[src/rtl/keypad_scanner.sv]
// -----------------------------------------------------------------------------
// keypad_scanner
//   Scans a 4x4 active-low matrix keypad and turns it into a 4-bit key code.
//   One column is driven low at a time. The rows are sampled once per column
//   slot, so a full frame covers all 16 switches. A frame is usable only when
//   exactly one switch reads closed. Frames with no switch, or with two or more
//   switches (ghosting / multi-key), are rejected. Usable frames are debounced
//   over DEBOUNCE_FRAMES frames before a press or a release is accepted.
//
//   RESET_N is expected to be released synchronously to CLOCK_50 by the
//   board-level reset logic; assertion is asynchronous.
//
// Parameters
//   SCAN_DIV         clock cycles per column slot (>= 4)
//   DEBOUNCE_FRAMES  identical consecutive frames needed to accept a press or
//                    a release (>= 1)
//
// Ports
//   CLOCK_50   in   1  system clock, rising edge
//   RESET_N    in   1  asynchronous active-low reset
//   KP_ROW     in   4  keypad rows, active-low, asynchronous to CLOCK_50
//   KP_COL     out  4  column drive, active-low one-hot, registered
//   KEY_CODE   out  4  last accepted key = {row_idx, col_idx}
//   KEY_VALID  out  1  one-cycle strobe per accepted press
//   KEY_HELD   out  1  high while the accepted key stays debounced-pressed
// -----------------------------------------------------------------------------
module keypad_scanner #(
  parameter int SCAN_DIV        = 50000,
  parameter int DEBOUNCE_FRAMES = 4
) (
  input  logic       CLOCK_50,
  input  logic       RESET_N,
  input  logic [3:0] KP_ROW,
  output logic [3:0] KP_COL,
  output logic [3:0] KEY_CODE,
  output logic       KEY_VALID,
  output logic       KEY_HELD
);

  localparam int SLOT_W = (SCAN_DIV > 1) ? $clog2(SCAN_DIV) : 1;
  localparam int CNT_W  = $clog2(DEBOUNCE_FRAMES + 1);

  localparam logic [SLOT_W-1:0] SLOT_LAST  = SLOT_W'(SCAN_DIV - 1);
  localparam logic [CNT_W-1:0]  CNT_TARGET = CNT_W'(DEBOUNCE_FRAMES);

  // Hit counts seen in a sample or accumulated over a frame; MANY saturates.
  localparam logic [1:0] HITS_NONE = 2'd0;
  localparam logic [1:0] HITS_ONE  = 2'd1;
  localparam logic [1:0] HITS_MANY = 2'd2;

  typedef enum logic [1:0] {
    IDLE     = 2'd0,
    DEBOUNCE = 2'd1,
    PRESSED  = 2'd2,
    RELEASE  = 2'd3
  } state_t;

  // ---------------------------------------------------------------------------
  // Row synchroniser
  //   KP_ROW is asynchronous; nothing downstream looks at it before two flops.
  //   The flops reset to all-ones, the idle (pulled-up) row level.
  // ---------------------------------------------------------------------------
  logic [3:0] row_meta;
  logic [3:0] row_sync;

  // NOTE: every clocked block uses non-blocking assignments, so each register
  // loads the value its source had before the edge; with blocking assignments
  // row_sync would pick up KP_ROW in the same edge and the second stage would
  // vanish.
  always_ff @(posedge CLOCK_50 or negedge RESET_N) begin
    if (!RESET_N) begin
      row_meta <= 4'hF;
      row_sync <= 4'hF;
    end else begin
      row_meta <= KP_ROW;
      row_sync <= row_meta;
    end
  end

  // ---------------------------------------------------------------------------
  // Slot timer and column drive
  //   tick marks the last cycle of a slot. The rows for the current column are
  //   sampled in that cycle, and the column advances on the same edge. KP_COL
  //   is registered alongside col so the pins change cleanly once per slot.
  // ---------------------------------------------------------------------------
  logic [SLOT_W-1:0] slot_cnt;
  logic [1:0]        col;
  logic [1:0]        col_next;
  logic              tick;
  logic              frame_end;

  assign tick      = (slot_cnt == SLOT_LAST);
  assign frame_end = tick && (col == 2'd3);
  assign col_next  = col + 2'd1;

  always_ff @(posedge CLOCK_50 or negedge RESET_N) begin
    if (!RESET_N) begin
      slot_cnt <= '0;
      col      <= 2'd0;
      KP_COL   <= 4'b1110;
    end else if (tick) begin
      slot_cnt <= '0;
      col      <= col_next;
      KP_COL   <= ~(4'b0001 << col_next);
    end else begin
      slot_cnt <= slot_cnt + SLOT_W'(1);
    end
  end

  // ---------------------------------------------------------------------------
  // Sample classification and frame accumulation
  //   Each sample is reduced to NONE / ONE(row) / MANY. Samples fold into a
  //   running frame summary. Only the first key found is remembered, because
  //   a second hit anywhere in the frame makes the frame unusable anyway.
  //   frame_hits/frame_key include the sample being taken this cycle. At
  //   frame end they are the complete frame result.
  // ---------------------------------------------------------------------------
  logic [3:0] row_low;
  logic [1:0] sample_hits;
  logic [1:0] sample_row;
  logic [1:0] acc_hits;
  logic [3:0] acc_key;
  logic [1:0] frame_hits;
  logic [3:0] frame_key;
  logic       frame_single;

  // NOTE: each variable written in this block gets a default value before the
  // case, so every path assigns every output and no latch is inferred.
  always_comb begin
    row_low     = ~row_sync;
    sample_hits = HITS_MANY;
    sample_row  = 2'd0;
    case (row_low)
      4'b0000: sample_hits = HITS_NONE;
      4'b0001: begin sample_hits = HITS_ONE; sample_row = 2'd0; end
      4'b0010: begin sample_hits = HITS_ONE; sample_row = 2'd1; end
      4'b0100: begin sample_hits = HITS_ONE; sample_row = 2'd2; end
      4'b1000: begin sample_hits = HITS_ONE; sample_row = 2'd3; end
      default: sample_hits = HITS_MANY;
    endcase

    frame_hits = acc_hits;
    frame_key  = acc_key;
    if (sample_hits != HITS_NONE) begin
      if (acc_hits == HITS_NONE) begin
        frame_hits = sample_hits;
        frame_key  = {sample_row, col};
      end else begin
        frame_hits = HITS_MANY;
      end
    end

    frame_single = (frame_hits == HITS_ONE);
  end

  always_ff @(posedge CLOCK_50 or negedge RESET_N) begin
    if (!RESET_N) begin
      acc_hits <= HITS_NONE;
      acc_key  <= 4'd0;
    end else if (tick) begin
      if (col == 2'd3) begin
        // Column 3 closes the frame; the next frame starts from scratch.
        acc_hits <= HITS_NONE;
        acc_key  <= 4'd0;
      end else begin
        acc_hits <= frame_hits;
        acc_key  <= frame_key;
      end
    end
  end

  // ---------------------------------------------------------------------------
  // Debounce FSM and registered outputs
  //   The FSM moves only at frame end. cnt counts qualifying frames in
  //   DEBOUNCE and RELEASE and saturates at DEBOUNCE_FRAMES. The outputs are
  //   updated on the same edge as the state, so they appear one cycle after
  //   the frame-end tick.
  // ---------------------------------------------------------------------------
  state_t           state;
  logic [3:0]       cand;
  logic [CNT_W-1:0] cnt;
  logic [CNT_W-1:0] cnt_inc;
  logic             same_key;

  always_comb begin
    cnt_inc  = (cnt == CNT_TARGET) ? cnt : cnt + CNT_W'(1);
    same_key = frame_single && (frame_key == cand);
  end

  always_ff @(posedge CLOCK_50 or negedge RESET_N) begin
    if (!RESET_N) begin
      state     <= IDLE;
      cand      <= 4'd0;
      cnt       <= '0;
      KEY_CODE  <= 4'd0;
      KEY_VALID <= 1'b0;
      KEY_HELD  <= 1'b0;
    end else begin
      KEY_VALID <= 1'b0;
      if (frame_end) begin
        case (state)
          IDLE: begin
            if (frame_single) begin
              cand <= frame_key;
              cnt  <= CNT_W'(1);
              if (DEBOUNCE_FRAMES == 1) begin
                state     <= PRESSED;
                KEY_CODE  <= frame_key;
                KEY_VALID <= 1'b1;
                KEY_HELD  <= 1'b1;
              end else begin
                state <= DEBOUNCE;
              end
            end
          end

          DEBOUNCE: begin
            if (same_key) begin
              cnt <= cnt_inc;
              if (cnt_inc == CNT_TARGET) begin
                state     <= PRESSED;
                KEY_CODE  <= cand;
                KEY_VALID <= 1'b1;
                KEY_HELD  <= 1'b1;
              end
            end else if (frame_single) begin
              // A different single key restarts the count for that key.
              cand <= frame_key;
              cnt  <= CNT_W'(1);
            end else begin
              state <= IDLE;
              cnt   <= '0;
            end
          end

          PRESSED: begin
            if (same_key) begin
              cnt <= '0;
            end else begin
              state <= RELEASE;
              cnt   <= CNT_W'(1);
            end
          end

          RELEASE: begin
            if (same_key) begin
              // Release glitch shorter than the debounce window: resume
              // silently, without a second strobe.
              state <= PRESSED;
              cnt   <= '0;
            end else begin
              cnt <= cnt_inc;
              if (cnt_inc == CNT_TARGET) begin
                state    <= IDLE;
                cnt      <= '0;
                KEY_HELD <= 1'b0;
              end
            end
          end

          default: begin
            state <= IDLE;
            cnt   <= '0;
          end
        endcase
      end
    end
  end

endmodule

[config.mk]
export PLATFORM = sky130hd
export DESIGN_NAME = keypad_scanner
export DESIGN_NICKNAME = d
export VERILOG_FILES = /design/src/rtl/keypad_scanner.sv
export SDC_FILE = /design/constraint.sdc
export NUM_CORES = 1
export LEC_CHECK = 0
export ABC_AREA = 1
export ABC_CLOCK_PERIOD_IN_PS = 2900
export CAP_MARGIN = 40
export CORE_MARGIN = 2
export CORE_UTILIZATION = 60
export DETAILED_ROUTE_END_ITERATION = 6
export PLACE_DENSITY = 0.83
export SLEW_MARGIN = 20
export SYNTH_ARGS = -nofsm -noshare
export SYNTH_HDL_FRONTEND = slang
export SYNTH_SLANG_ARGS = --single-unit
[constraint.sdc]
create_clock -name CLOCK_50 -period 2.9 [get_ports CLOCK_50]
set_input_delay 0.435 -clock CLOCK_50 [delete_from_list [all_inputs] [get_ports CLOCK_50]]
set_output_delay 0.435 -clock CLOCK_50 [all_outputs]
set_load 0.05 [all_outputs]
==> impl_metrics.ini, run 1 <==
[timing]
tightestPinTransition_ns = 0.510
fin_crit_ns = 2.23
setup_viol = 0
period_share = 0.768
worst_hold_slack_ns = 0.0420
clock.fmax_mhz = 449
tns_ns = 0
slew_viol_final = 0
max_slew_margin = 0.659
rsz0062_at_grt = false
finalClockSkew_ns = 0.0136
hold_viol_final = 0

[setup_path]
cp-startpoint = slot_cnt[0]$_DFF_PN0_
cp.required_ns = 3.11
crit_end = state[0]$_DFFE_PN0P_
crit_fanout = 18
worstRegToRegCells = 12
worstPathArrival_ns = 2.43
r2r_start = slot_cnt[0]$_DFF_PN0_
critPathKind = reg2reg
setup.worst_path.end_class = register
critPathLaunchType = register
r2r-end = state[0]$_DFFE_PN0P_
reg2reg_slack_ns = 0.67

[floorplan]
rows = 24
die_h_um = 72.1
io_pins = 16
start_util = 0.631
die_area_mm2 = 0.00520
die_x_um = 72.1
coreArea_mm2 = 0.00441

[run]
maxCapViolations = 0

[clock_network]
cts_tree = done
cts_made_buffers = 5
cts_num_sinks = 51
ctsHtreeMaxLevel = 2
cts.repair.resized = 0
cts-root-buf = clkbuf_8
clockBufferDepth = 2
postCtsHoldBufs = 0
cts_setup_buffers = 0
clkLatencyLatePin_ns = 0.31
clk_pin_slew_worst_paths_ns = 0.10

[synth]
synth_seq_cells = 51
ys_seq_area_frac = 0.463
synth_cells = 336
async_flop_share = 1.00
synthDistinctLibCells = 37
yosysWarnings = 0
post_synth.cell_area_avg_um2 = 8.29
syn_area_mm2 = 0.00278
synth_edf_count = 0
ys.flop_type = dfrtp_1
syn_nets = 350

[cells_and_area]
nets = 372
post-route-cell-area_mm2 = 0.00312
stdcell_count = 411
post_route_cells_drive_above_1_share = 0.187
antennaDiodeCount = 0
seq_area_mm2 = 0.00129
multi_input_area_mm2 = 0.00128
syn_to_final_growth_pct = 12.0
fillers = 336

[placement]
dpl.hpwl_um = 3790
placed_cells = 403
gp_routability_congestion = 0.921
numPortBuffers = 15
placed_area_mm2 = 0.00300

[detailed_routing]
via_per_inst = 5.23
drc = 0
vias = 2150
drtPass1Iterations = 4
drt_iter0_markers = 122
drt_wl_total_um = 4880
wl_per_cell_um = 11.9
final_antenna_net_count = 0

[min_path]
min_path_type = in2async

[grt]
gr-usage-all-layers = 0.212
grt_pass1_vias = 1973
grt_max_degree = 21
grt_first_pass_wirelength_um = 8610
overflow = 0
antenna_found_initial = 0

[outcome]
status = finished clean

[power_and_ir_drop]
power.static_leakage_nw = 1.53
ir_worst_vdd_v = 0.000427
power_density_mw_per_mm2 = 415
total_power_mw = 1.30
-- how the worst min path moves through the flow --
| stage | depth (start not counted) | start | to | slack, ns |
|---|---|---|---|---|
| final | 1 | RESET_N | slot_cnt[10]$_DFF_PN0_ | 0.04 |
| after global routing | 1 | RESET_N | slot_cnt[11]$_DFF_PN0_ | 0.07 |
| after CTS | 1 | RESET_N | slot_cnt[10]$_DFF_PN0_ | 0.06 |
| after detailed placement | 0 | row_meta[3]$_DFF_PN1_ | row_sync[3]$_DFF_PN1_ | 0.35 |
| after global placement | 0 | row_meta[3]$_DFF_PN1_ | row_sync[3]$_DFF_PN1_ | 0.35 |
| after floorplan | 0 | RESET_N | KEY_CODE[0]$_DFFE_PN0P_ | 0.14 |
-- cell usage in the layout (no fill, tap or decap), types with 3 or more instances in the layout --
cell type,synthesis,final
nor2_1,32,32
nand2_4,4,4
nand2_2,15,15
ha_1,8,8
inv_2,7,7
clkbuf_8,0,5
dfstp_2,11,11
a21oi_1,7,7
o21ai_0,12,12
nand3_1,24,24
dfrtp_1,40,40
xor2_1,4,4
o21ai_1,10,10
inv_1,45,45
o22ai_1,3,3
nand4_1,6,6
nor2_4,5,5
nand2_1,77,77
clkdlybuf4s50_1,0,14
-- state kept, by name, indices dropped and copies added (netlist names), named ones only --
| signal | cells |
|---|---|
| cnt | 3 |
| KEY_HELD | 1 |
| KEY_VALID | 1 |
| col | 2 |
| acc_hits | 2 |
| KP_COL | 4 |
| row_meta | 4 |
| cand | 4 |
| slot_cnt | 16 |
| KEY_CODE | 4 |
| state | 1 |
| acc_key | 4 |
| row_sync | 4 |
-- logic make-up after synthesis --
kind of cell             Yosys count  synth area share
adder cells (fa/ha/maj)            8            0.0360
AND/OR/NAND/NOR                  176             0.321
AO/OA/AOI/OAI                     41            0.0908
flip-flops                        51             0.463
buffers and inverters             56            0.0760
XOR/XNOR                           4            0.0126
-- metrics by stage --
| stage | setup WS, ns | util |
|---|---|---|
| after floorplan | 1.15 | - |
| after global placement | 0.803 | 0.680 |
| after detailed placement | 0.711 | 0.680 |
| after CTS | 0.674 | 0.706 |
| after global routing | 0.419 | 0.706 |
| final | 0.674 | 0.706 |
-- worst max-delay path: stages (launching register included) --
cell	delay, ns
dfrtp_1	0.41
ha_1	0.24
nand3_1	0.12
nor2_1	0.07
nand2_2	0.27
clkinv_2	0.28
nand2_4	0.16
nor2_4	0.05
nor2_2	0.18
a21oi_2	0.06
nand3_1	0.08
nand2_1	0.06
and2_1	0.13
-- layer usage --
| metal | track usage | share of wire | wire (um) |
|---|---|---|---|
| met5 | 0 | 0 | 0 |
| met4 | 0.0839 | 0.018 | 87 |
| met3 | 0.0500 | 0.040 | 194 |
| met2 | 0.338 | 0.49 | 2380 |
| met1 | 0.281 | 0.45 | 2220 |
-- where the power goes --
part           switching [mW]  internal (mW)
Sequential            0.00429          0.721
Combinational          0.0459         0.0214
Clock                   0.241          0.262
-- cell type report --
type                            instances  area share
Sequential cell                        51       0.414
Multi-Input combinational cell        229       0.411
Inverter                               54      0.0654
Timing Repair Buffer                   17      0.0514
Clock buffer                            5      0.0221
Tap cell                               52      0.0209
Clock inverter                          3      0.0152
-- cells in the mapped netlist, types with 2 or more instances --
cell type / count / share of area
a21oi_1: 7 / 0.013
clkbuf_1: 2 / 0.0027
dfrtp_1: 40 / 0.36
dfstp_2: 11 / 0.10
ha_1: 8 / 0.036
inv_1: 45 / 0.061
inv_2: 7 / 0.0094
nand2_1: 77 / 0.10
nand2_2: 15 / 0.034
nand2_4: 4 / 0.016
nand3_1: 24 / 0.043
nand3_2: 2 / 0.0072
nand3_4: 2 / 0.013
nand4_1: 6 / 0.013
nor2_1: 32 / 0.043
nor2_2: 2 / 0.0045
nor2_4: 5 / 0.020
nor3_2: 2 / 0.0072
nor4_1: 2 / 0.0045
o21ai_0: 12 / 0.022
o21ai_1: 10 / 0.018
o22ai_1: 3 / 0.0067
xor2_1: 4 / 0.013
(Power assumes the default switching activity.)
==> inputs of run 2 (changes only) <==
--- a/config.mk
+++ b/config.mk
@@ -6,12 +6,12 @@
 export NUM_CORES = 1
 export LEC_CHECK = 0
 export ABC_AREA = 1
-export ABC_CLOCK_PERIOD_IN_PS = 2900
+export ABC_CLOCK_PERIOD_IN_PS = 2300
 export CAP_MARGIN = 40
 export CORE_MARGIN = 2
-export CORE_UTILIZATION = 60
+export CORE_UTILIZATION = 59
 export DETAILED_ROUTE_END_ITERATION = 6
-export PLACE_DENSITY = 0.83
+export PLACE_DENSITY = 0.82
 export SLEW_MARGIN = 20
 export SYNTH_ARGS = -nofsm -noshare
 export SYNTH_HDL_FRONTEND = slang
==> constraint.sdc (replaced) <==
create_clock -name CLOCK_50 -period 2.3 [get_ports CLOCK_50]
set_input_delay 0.345 -clock CLOCK_50 [delete_from_list [all_inputs] [get_ports CLOCK_50]]
set_output_delay 0.345 -clock CLOCK_50 [all_outputs]
set_load 0.05 [all_outputs]
==> run 2 against run 1 <==
Cell count grew 0.73%. Count of clock-buffer cells in the layout grew 3. Design area rose by 0.96%. Worst setup slack lost 0.35 ns. Largest cell class unchanged.
==> impl_metrics.ini, run 2 (same netlist as run 1, synthesis figures left out) <==
[cells_and_area]
largest_reg_flops = 16
mostFrequentLayoutCells = 77 x nand2_1, 45 x inv_1, 40 x dfrtp_1
post_route_cells_drive_above_1_share = 0.185
syn_to_final_growth_pct = 13.1
seq_area_mm2 = 0.00129
multi_input_area_mm2 = 0.00128
fillers = 351
nets = 375
post-route-cell-area_mm2 = 0.00315
antennaDiodeCount = 0
regMostFlops = slot_cnt
mostFrequentLayoutCell = nand2_1

[detailed_routing]
drt_iter0_markers = 180
vias = 2195
via_per_inst = 5.30
final_antenna_net_count = 0
drc = 0
drt_wl_total_um = 5210
drtPass1Iterations = 4
wl_per_cell_um = 12.6

[min_path]
min_path_type = reg2reg
hold_start = row_meta[3]$_DFF_PN1_

[floorplan]
rows = 24
die_area_mm2 = 0.00528
io_pins = 16
die_h_um = 72.7
die_x_um = 72.7
start_util = 0.626
coreArea_mm2 = 0.00444

[clock_network]
cts-root-buf = clkbuf_8
clkLatencyLatePin_ns = 0.30
cts.repair.resized = 0
clockBufferDepth = 2
cts_tree = done
ctsHtreeMaxLevel = 2
cts_made_buffers = 5
cts_num_sinks = 51
clk_pin_slew_worst_paths_ns = 0.08

[grt]
grt_pass1_vias = 2150
antenna_found_initial = 0
grt_first_pass_wirelength_um = 9570
grt_max_degree = 24
gr-usage-all-layers = 0.230
overflow = 0

[placement]
dpl.hpwl_um = 4040
numPortBuffers = 15
placed_area_mm2 = 0.00304
gp_routability_congestion = 0.977

[timing]
setup_viol = 0
worst_hold_slack_ns = 0.359
fin_crit_ns = 1.98
tightestPinTransition_ns = 0.506
max_slew_margin = 0.662
slew_viol_final = 0
tns_ns = 0
period_share = 0.859
clock.fmax_mhz = 506
finalClockSkew_ns = 0.0102
hold_viol_final = 0
rsz0062_at_grt = false

[run]
maxCapViolations = 0

[setup_path]
cp_num_buf_inv = 1
setup.worst_path.end_class = output port
crit_fanout = 2
r2r_start = slot_cnt[0]$_DFF_PN0_
max_stage_delay_ns = 0.80
worstPathArrival_ns = 1.63
crit_chain = clkdlybuf4s50_1
critPathLaunchType = register
cp_slowest_cell = clkdlybuf4s50_1
cp.required_ns = 1.96
critPathKind = reg2out
cp-startpoint = KP_COL[1]$_DFFE_PN1N_
crit_family = buffers and inverters

[power_and_ir_drop]
power.static_leakage_nw = 1.54
ir_worst_vdd_v = 0.000323
power_density_mw_per_mm2 = 497

[outcome]
status = finished clean
==> run 2: changes by cell type in the layout (fill, tap and decap cells not counted), sizes merged <==
cell | before | now
clkbuf | 5 | 8
buf | 3 | 5
bufinv | 1 | 0
clkinv | 3 | 2
dlygate4sd3 | 0 | 1
inv | 53 | 52
==> run 2: layout make-up <==
cell class                 count  share of cell area
clock buffer                   8              0.0322
multi-input combinational    229               0.407
tap                           52              0.0207
sequential                    51               0.410
inverter                      54              0.0648
timing repair buffer          20              0.0652
==> run 2: power by group <==
part	internal (mW)	switching (mW)	total, mW
clock	0.282	0.276	0.558
combinational	0.0328	0.0597	0.0924
sequential	0.909	0.00569	0.915
total	1.22	0.341	1.57
==> run 2: path summary, 6_finish.rpt <==
kind	endpoint	slack, ns	cells past startpoint
setup / recovery	KP_COL[1]	0.32	1
hold / removal	row_sync[3]$_DFF_PN1_	0.36	0
min in group asynchronous	slot_cnt[8]$_DFF_PN0_	0.52	2
hold reg to reg	row_sync[3]$_DFF_PN1_	0.36	0
max in group asynchronous	acc_key[3]$_DFFE_PN0N_	1.13	4
setup reg to reg	state[0]$_DFFE_PN0P_	0.33	11
==> run 2: routing by layer <==
| metal | track usage | vias up | wire [um] |
|---|---|---|---|
| met5 | 0 | - | 0 |
| met4 | 0.0514 | 0 | 39 |
| met3 | 0.0414 | 6 | 226 |
| met2 | 0.387 | 50 | 2560 |
| met1 | 0.312 | 1024 | 2380 |
| li1 | - | 1115 | - |
==> run 2: metrics by stage <==
stage / cells / power [mW] / setup slack, ns / util
after floorplan: 336 / 0.981 / 0.547 / -
after global placement: 404 / 1.02 / 0.411 / 0.677
after detailed placement: 405 / 1.03 / 0.351 / 0.683
after CTS: 414 / 1.59 / 0.301 / 0.708
after global routing: 414 / 1.64 / 0.147 / 0.708
final: 414 / 1.57 / 0.325 / 0.708
==> run 2: repair_timing <==
item,4_1_cts,5_1_grt
hold endpoints to repair,16,0
hold buffers,1,0
setup buffers,0,0
